### config.mk
export PLATFORM = sky130hd
export DESIGN_NAME = debug_cmd_ctrl
export DESIGN_NICKNAME = d
export VERILOG_FILES = /design/src/rtl/debug_pkg.sv /design/src/rtl/sync2.sv /design/src/rtl/debug_cmd_ctrl.sv
export SDC_FILE = /design/constraint.sdc
export NUM_CORES = 1
export LEC_CHECK = 0
export CAP_MARGIN = 20
export CELL_PAD_IN_SITES_DETAIL_PLACEMENT = 0
export CELL_PAD_IN_SITES_GLOBAL_PLACEMENT = 1
export CORE_MARGIN = 4
export CORE_UTILIZATION = 30
export DETAILED_ROUTE_END_ITERATION = 8
export PLACE_DENSITY_LB_ADDON = 0.1
export SLEW_MARGIN = 0
export SYNTH_ARGS = -nofsm -noshare
export SYNTH_HDL_FRONTEND = slang
export SYNTH_SLANG_ARGS = --single-unit
### constraint.sdc
create_clock -name iCE_CLK -period 2.3 [get_ports iCE_CLK]
set_input_delay 0.345 -clock iCE_CLK [delete_from_list [all_inputs] [get_ports iCE_CLK]]
set_output_delay 0.345 -clock iCE_CLK [all_outputs]
set_load 0.03 [all_outputs]
### src/rtl/debug_pkg.sv
// Shared command/reply codes, FSM state encoding and status-byte layout
// for the debugger command sequencer.
package debug_pkg;

    localparam logic [7:0] CMD_READ   = 8'h52;  // 'R'
    localparam logic [7:0] CMD_LED    = 8'h4C;  // 'L'
    localparam logic [7:0] CMD_ECHO   = 8'h45;  // 'E'
    localparam logic [7:0] CMD_STATUS = 8'h53;  // 'S'

    localparam logic [7:0] RPL_OK  = 8'h4B;     // 'K'
    localparam logic [7:0] RPL_ERR = 8'h3F;     // '?'

    localparam int STAT_OVR = 7;
    localparam int STAT_UNK = 6;
    localparam int STAT_TMO = 5;

    // One-hot so TX_START can come straight off a single state flop.
    typedef enum logic [4:0] {
        IDLE    = 5'b00001,
        ARG     = 5'b00010,
        SEND    = 5'b00100,
        WAIT_HI = 5'b01000,
        WAIT_LO = 5'b10000
    } state_t;

    localparam int SEND_BIT = 2;

    function automatic logic [7:0] status_byte(input logic ovr, input logic unk,
                                               input logic tmo, input logic [3:0] leds);
        logic [7:0] b;
        b           = {4'b0000, leds};
        b[STAT_OVR] = ovr;
        b[STAT_UNK] = unk;
        b[STAT_TMO] = tmo;
        return b;
    endfunction

endpackage

### src/rtl/sync2.sv
// Two-flop synchroniser for asynchronous inputs, parameterised width.
module sync2 #(
    parameter int W = 1
) (
    input  logic         clk,
    input  logic         rst,
    input  logic [W-1:0] d,
    output logic [W-1:0] q
);

    logic [W-1:0] meta;

    always_ff @(posedge clk or posedge rst) begin
        if (rst) begin
            meta <= '0;
            q    <= '0;
        end else begin
            meta <= d;
            q    <= meta;
        end
    end

endmodule

### src/rtl/debug_cmd_ctrl.sv
// Debugger command sequencer: decodes UART command bytes, drives the LED
// register and sends exactly one reply byte per command via start/busy.
//
// state   | meaning
// IDLE    | waiting for a command byte
// ARG     | waiting for the argument byte of 'L'/'E', timeout running
// SEND    | reply loaded, TX_START fires once the transmitter is free
// WAIT_HI | waiting for TX_BUSY to rise
// WAIT_LO | waiting for TX_BUSY to fall
module debug_cmd_ctrl
    import debug_pkg::*;
#(
    parameter int PROBE_W     = 8,
    parameter int TIMEOUT_CYC = 1200000
) (
    input  logic               iCE_CLK,
    input  logic               RST,
    input  logic               RECEIVED,
    input  logic [7:0]         REC_BYTE,
    input  logic [PROBE_W-1:0] PROBE,
    input  logic               TX_BUSY,
    output logic               TX_START,
    output logic [7:0]         TX_BYTE,
    output logic [3:0]         LEDS,
    output logic               ERR
);

    localparam int CNT_W = (TIMEOUT_CYC > 2) ? $clog2(TIMEOUT_CYC) : 1;
    localparam logic [CNT_W-1:0] CNT_LAST = CNT_W'(TIMEOUT_CYC - 1);

    state_t             state, state_d;
    logic [7:0]         tx_byte_q, tx_byte_d;
    logic [3:0]         leds_q, leds_d;
    logic [CNT_W-1:0]   cnt_q, cnt_d;
    logic               arg_led_q, arg_led_d;
    logic               status_q, status_d;
    logic               ovr_q, unk_q, tmo_q, err_q;
    logic               ovr_set, unk_set, tmo_set, flag_clr;
    logic               tx_start;
    logic [PROBE_W-1:0] probe_sync;
    logic [7:0]         probe_ext;

    sync2 #(.W(PROBE_W)) u_probe_sync (
        .clk (iCE_CLK),
        .rst (RST),
        .d   (PROBE),
        .q   (probe_sync)
    );

    always_comb begin
        probe_ext                = '0;
        probe_ext[PROBE_W-1:0]   = probe_sync;
    end

    assign tx_start = state[SEND_BIT] & ~TX_BUSY;

    always_comb begin
        state_d   = state;
        tx_byte_d = tx_byte_q;
        leds_d    = leds_q;
        cnt_d     = cnt_q;
        arg_led_d = arg_led_q;
        status_d  = status_q;
        ovr_set   = 1'b0;
        unk_set   = 1'b0;
        tmo_set   = 1'b0;
        flag_clr  = 1'b0;
        unique case (state)
            IDLE: begin
                if (RECEIVED) begin
                    status_d = 1'b0;
                    state_d  = SEND;
                    case (REC_BYTE)
                        CMD_READ:   tx_byte_d = probe_ext;
                        CMD_LED, CMD_ECHO: begin
                            arg_led_d = (REC_BYTE == CMD_LED);
                            cnt_d     = '0;
                            state_d   = ARG;
                        end
                        CMD_STATUS: begin
                            tx_byte_d = status_byte(ovr_q, unk_q, tmo_q, leds_q);
                            status_d  = 1'b1;
                        end
                        default: begin
                            unk_set   = 1'b1;
                            tx_byte_d = RPL_ERR;
                        end
                    endcase
                end
            end
            ARG: begin
                cnt_d = cnt_q + CNT_W'(1);
                // An argument arriving on the expiry cycle still wins.
                if (RECEIVED) begin
                    state_d = SEND;
                    if (arg_led_q) begin
                        leds_d    = REC_BYTE[3:0];
                        tx_byte_d = RPL_OK;
                    end else begin
                        tx_byte_d = REC_BYTE;
                    end
                end else if (cnt_q == CNT_LAST) begin
                    tmo_set   = 1'b1;
                    tx_byte_d = RPL_ERR;
                    state_d   = SEND;
                end
            end
            SEND: begin
                ovr_set = RECEIVED;
                if (tx_start) begin
                    flag_clr = status_q;
                    state_d  = WAIT_HI;
                end
            end
            WAIT_HI: begin
                ovr_set = RECEIVED;
                if (TX_BUSY) state_d = WAIT_LO;
            end
            WAIT_LO: begin
                ovr_set = RECEIVED;
                if (!TX_BUSY) state_d = IDLE;
            end
            default: state_d = IDLE;
        endcase
    end

    always_ff @(posedge iCE_CLK or posedge RST) begin
        if (RST) begin
            state     <= IDLE;
            tx_byte_q <= '0;
            leds_q    <= '0;
            cnt_q     <= '0;
            arg_led_q <= 1'b0;
            status_q  <= 1'b0;
            ovr_q     <= 1'b0;
            unk_q     <= 1'b0;
            tmo_q     <= 1'b0;
            err_q     <= 1'b0;
        end else begin
            state     <= state_d;
            tx_byte_q <= tx_byte_d;
            leds_q    <= leds_d;
            cnt_q     <= cnt_d;
            arg_led_q <= arg_led_d;
            status_q  <= status_d;
            ovr_q     <= (ovr_q & ~flag_clr) | ovr_set;
            unk_q     <= (unk_q & ~flag_clr) | unk_set;
            tmo_q     <= (tmo_q & ~flag_clr) | tmo_set;
            err_q     <= ovr_q | unk_q | tmo_q;
        end
    end

    assign TX_START = tx_start;
    assign TX_BYTE  = tx_byte_q;
    assign LEDS     = leds_q;
    assign ERR      = err_q;

endmodule

==> results.py, run 1 <==
metrics = {
    "clock_network": {
        "numClockSinks": 60,
        "h-tree-depth": 3,
        "clk_pin_slew_ns": 0.08,
        "root_buffer": "clkbuf_8",
        "cts_made_buffers": 9,
        "clk_path_buf_depth": 2,
        "cts_tree": "built",
        "hold_buffers": 0,
        "clock_latency_ns": 0.33,
    },
    "floorplanning": {
        "die_w_um": 103,
        "rows": 34,
        "die_y_um": 103,
        "core_um2": 8810,
        "io_pins": 34,
        "dieArea_um2": 10700,
        "initial_utilization_pct": 31.0,
    },
    "logic_synthesis": {
        "netlist_instances": 248,
        "synth_ff_type": "dfrtp_1",
        "ys_types": 52,
        "yosys_warnings": 0,
        "synth_edf_count": 0,
        "synth_area_um2": 2730,
        "synth_fp_nets": 269,
        "synthArstFlopShare_pct": 100,
        "ys_seq_area_share_pct": 55.1,
        "syn_area_per_cell_um2": 11.0,
        "synth-seq-cells": 60,
    },
    "pwr": {
        "power_density_nw_per_um2": 921,
        "p_leak_nw": 1.47,
        "peakVddDrop_uv": 384,
    },
    "global_route": {
        "grt_max_degree": 55,
        "overflow": 0,
        "antenna_found_initial": 0,
        "grt_pass1_vias": 2095,
        "grt_pass1_wl_mm": 10.9,
        "grt_usage_pct": 13.5,
    },
    "drt": {
        "routedWlPerCell_um": 15.6,
        "drtAntennaViolNets": 0,
        "dr.pass1.iters": 4,
        "drt-vias-per-instance": 4.91,
        "drtIter0Drc": 86,
        "vias": 2058,
        "drc": 0,
        "totalWireLength_mm": 6.54,
    },
    "min_path": {
        "hold_path.class": "input pin to asynchronous set/reset pin",
    },
    "outcome": {
        "status": "finished clean",
    },
    "placed_design": {
        "gp_routability_congestion": 0.722,
        "placed_cells": 401,
        "io_buffers": 33,
        "dp_hpwl_mm": 4.63,
    },
    "sta": {
        "drv_slew": 0,
        "worst_pin_slew_ns": 0.389,
        "maxSlewHeadroom_pct": 73.9,
        "finalCritPeriodShare_pct": 97.2,
        "hold_violations": 0,
        "rsz0062_at_grt": "yes",
        "period_minus_slack_ns": 2.23,
        "setup_viol": 0,
        "clock_skew_ns": 0.00891,
        "timing.hold.ws_ns": 0.209,
        "max_freq_mhz": 447,
    },
    "finish": {
        "mostFrequentLayoutCells": "dfrtp_1 (59), clkdlybuf4s50_1 (33), nand2_1 (21), buf_4 (21)",
        "drive_gt1_share_pct": 19.9,
        "final_util_pct": 41.0,
        "nets": 327,
        "stdcell_count": 419,
        "num_antenna_cells": 0,
        "final_common_cell": "dfrtp_1",
        "areaGrowthSynthToFinish_pct": 32.2,
    },
    "critical_path": {
        "reg2reg_from": "cnt_q[19]",
        "cp_data_required_time_ns": 2.52,
        "cp_max_fo": 9,
        "end_kind": "flip-flop",
        "criticalPathCategory": "flip-flop to flip-flop",
        "worstRegToRegCells": 6,
        "reg2reg_slack_ns": 0.07,
        "r2r_end": "TX_BYTE[1]",
        "start_kind": "flip-flop",
        "arrival_ns": 2.46,
    },
    "job": {
        "cap_violations": 0,
    },
}
[per-stage QoR]
stage	setup slack (ns)	setup TNS [ns]	total power, mW	area (um2)
after floorplan	0.147	0	1.82	2730
after global placement	0.101	0	2.14	3330
after detailed placement	0.0717	0	2.14	3330
after CTS	0.0424	0	3.35	3580
after global routing	-0.00537	-0.0105	3.52	3610
final	0.0653	0	3.32	3610
[cell families after synthesis]
group	share of synthesized area (%)
and+or+nand+nor	21.2
DFF	55.1
AOI/OAI and AO/OA	8.85
muxes	7.89
buffers and inverters	2.38
xor gates and xnor gates	4.17
adders and majority gates	0.458
[power breakdown]
| group | internal [mW] | switching, mW |
|---|---|---|
| registers | 1.19 | 0.129 |
| clock network | 0.749 | 0.438 |
| logic | 0.369 | 0.443 |
[metal layers]
metal  up-vias  track usage (%)  share of wire (%)
li1       1010                -                  -
met1      1000             19.5                 51
met2        40             19.2                 43
met3         8             3.69                4.6
met4         0             5.18                1.2
met5         -                0                  0
[registers in the layout, indices dropped and copies added (netlist names)]
signal	cells
unk_q	1
TX_BYTE	8
cnt_q	21
u_probe_sync.meta	8
ERR	1
tmo_q	1
ovr_q	1
status_q	1
state	5
arg_led_q	1
LEDS	4
u_probe_sync.q	8
[layout make-up]
cell class                      count  area (um2)
Inverter                            5        18.8
Clock buffer                       10         138
Fill cell                         862        5200
Timing Repair Buffer               56         528
Multi-Input combinational cell    174        1170
Clock inverter                      6         111
Sequential cell                    60        1500
Tap cell                          108         135
[worst max-delay path by stage]
stage / startpoint / end / slack, ns / cells after the start
final: cnt_q[19] / TX_BYTE[1] / 0.07 / 6
after global routing: cnt_q[19] / TX_BYTE[4] / -0.005 / 6
after CTS: cnt_q[19] / TX_BYTE[1] / 0.04 / 6
after detailed placement: cnt_q[19] / TX_BYTE[1] / 0.07 / 6
after global placement: cnt_q[19] / TX_BYTE[1] / 0.10 / 6
after floorplan: cnt_q[19] / TX_BYTE[0] / 0.15 / 6
[cells in the mapped netlist (4+ instances only)]
| cell type | instances | share of area [%] |
|---|---|---|
| inv_1 | 5 | 0.69 |
| nor3_1 | 6 | 1.1 |
| dfrtp_1 | 59 | 54 |
| nor2_1 | 16 | 2.2 |
| mux2_2 | 12 | 5.0 |
| nand3_1 | 12 | 2.2 |
| o21ai_0 | 16 | 2.9 |
| xnor2_1 | 10 | 3.2 |
| mux2i_1 | 8 | 2.9 |
| a21oi_1 | 5 | 0.92 |
| and3_1 | 6 | 1.4 |
| nand4_1 | 9 | 2.1 |
| nand2_1 | 21 | 2.9 |
| buf_2 | 4 | 0.73 |
| or3_1 | 4 | 0.92 |
[worst max-delay path, cell delays in order, from the launching register on]
cell and delay [ns]:
dfrtp_1 0.38, or4b_1 0.52, or4_4 0.44, nor3_4 0.15, a21o_1 0.18, buf_12 0.13, mux2_2 0.33
[what timing repair did]
item | 4_1_cts | 5_1_grt
gates resized for setup | 0 | 3
endpoints found under the setup margin | 0 | 7
buffers inserted | 0 | 2
(Power assumes the default switching activity.)
==> run 2: changes to the inputs <==
==> constraint.sdc (replaced) <==
create_clock -name iCE_CLK -period 2.75 [get_ports iCE_CLK]
set_input_delay 0.4125 -clock iCE_CLK [delete_from_list [all_inputs] [get_ports iCE_CLK]]
set_output_delay 0.4125 -clock iCE_CLK [all_outputs]
set_load 0.03 [all_outputs]
==> results.py, run 2 (synthesis gave the netlist of run 1 again) <==
metrics = {
    "sta": {
        "finalCritPeriodShare_pct": 89.3,
        "maxSlewHeadroom_pct": 60.2,
        "fin_ws_ns": 0.295,
        "rsz0062_at_grt": "no",
        "tns_ns": 0,
        "worst_pin_slew_ns": 0.596,
        "setup_viol": 0,
        "max_freq_mhz": 407,
        "drv_slew": 0,
        "clock_skew_ns": 0.00994,
        "hold_violations": 0,
        "period_minus_slack_ns": 2.46,
    },
    "finish": {
        "multiInputGateArea_um2": 1160,
        "num-fill-cells": 884,
        "stdcell_count": 402,
        "largest-register": "cnt_q",
        "areaGrowthSynthToFinish_pct": 24.3,
        "drive_gt1_share_pct": 15.0,
        "num_antenna_cells": 0,
        "regArea_um2": 1500,
        "mostFrequentLayoutCells": "dfrtp_1 (59), clkdlybuf4s50_1 (33), nand2_1 (21), nor2_1 (16), o21ai_0 (16)",
        "final_common_cell": "dfrtp_1",
        "largest_reg_flops": 21,
        "nets": 310,
    },
    "placed_design": {
        "dp_slack_ns": 0.281,
        "io_buffers": 33,
        "dp_hpwl_mm": 4.56,
        "gp_routability_congestion": 0.738,
        "placed_cells": 386,
    },
    "global_route": {
        "grt_pass1_wl_mm": 11.0,
        "grt_pass1_vias": 2054,
        "grt_max_degree": 35,
        "overflow": 0,
        "antenna_found_initial": 0,
        "grt_usage_pct": 13.6,
    },
    "drt": {
        "dr.pass1.iters": 4,
        "drtAntennaViolNets": 0,
        "drt-vias-per-instance": 4.90,
        "drtIter0Drc": 73,
        "totalWireLength_mm": 6.46,
        "drc": 0,
        "routedWlPerCell_um": 16.1,
        "vias": 1970,
    },
    "job": {
        "cap_violations": 0,
    },
    "critical_path": {
        "cp_data_required_time_ns": 2.97,
        "end_kind": "flip-flop",
        "arrival_ns": 2.68,
        "criticalPathCategory": "flip-flop to flip-flop",
        "start_kind": "flip-flop",
        "cp_max_fo": 9,
    },
    "pwr": {
        "power_density_nw_per_um2": 717,
        "p_leak_nw": 1.34,
        "peakVddDrop_uv": 215,
    },
    "clock_network": {
        "root_buffer": "clkbuf_8",
        "cts_tree": "built",
        "numClockSinks": 60,
        "clk_pin_slew_ns": 0.08,
        "hold_buffers": 0,
        "post_cts_buffers": 0,
        "clock_latency_ns": 0.34,
        "ctsResizeCount": 0,
        "cts_made_buffers": 9,
        "h-tree-depth": 3,
        "clk_path_buf_depth": 2,
    },
    "min_path": {
        "hold_path.class": "flip-flop to flip-flop",
    },
    "floorplanning": {
        "initial_utilization_pct": 31.0,
        "rows": 34,
        "die_w_um": 103,
        "io_pins": 34,
        "core_um2": 8810,
        "dieArea_um2": 10700,
        "die_y_um": 103,
    },
    "outcome": {
        "status": "finished clean",
    },
}
==> run 2: final timing paths <==
path | from | to | slack (ns) | cells after the start
max in group asynchronous | RST | state[0] | 1.63 | 3
setup reg to reg | cnt_q[19] | TX_BYTE[7] | 0.29 | 5
hold reg to reg | u_probe_sync.meta[6] | u_probe_sync.q[6] | 0.35 | 0
setup / recovery | cnt_q[19] | TX_BYTE[7] | 0.29 | 5
min in group asynchronous | RST | u_probe_sync.meta[3] | 0.45 | 2
hold / removal | u_probe_sync.meta[6] | u_probe_sync.q[6] | 0.35 | 0
==> run 2: layout make-up <==
class | instances | share of cell area, %
Clock buffer | 11 | 4.46
Tap cell | 108 | 3.98
Clock inverter | 5 | 1.07
Sequential cell | 60 | 44.3
Inverter | 5 | 0.553
Multi-Input combinational cell | 174 | 34.2
Timing Repair Buffer | 39 | 11.4
==> run 2: routing by layer <==
layer,track usage [%],routed length (um)
met1,19.6,3340
met5,0,0
met3,3.62,259
met2,19.3,2750
met4,5.68,114
==> run 2: metrics by stage <==
step | power [mW] | util (%) | instance area [um2] | hold WS, ns
finish | 2.43 | 38.5 | 3390 | 0.349
global route | 2.60 | 38.5 | 3390 | 0.352
CTS | 2.48 | 38.5 | 3390 | 0.351
detailed placement | 1.71 | 36.4 | 3210 | 0.335
global placement | 1.71 | 36.4 | 3210 | 0.333
floorplan | 1.52 | - | 2730 | 0.331
==> run 2: power by group <==
group	total [mW]	switching (mW)	leakage [nW]	internal, mW
Sequential	1.12	0.121	0.651	0.999
Combinational	0.567	0.328	0.597	0.239
Clock	0.746	0.370	0.0876	0.376
==> run 2: critical path: stages (launching register included) <==
cell and delay (ns):
dfrtp_1 0.41, or4b_1 0.51, or4_1 0.43, nor3_2 0.21
a21o_1 0.41, mux2_2 0.38
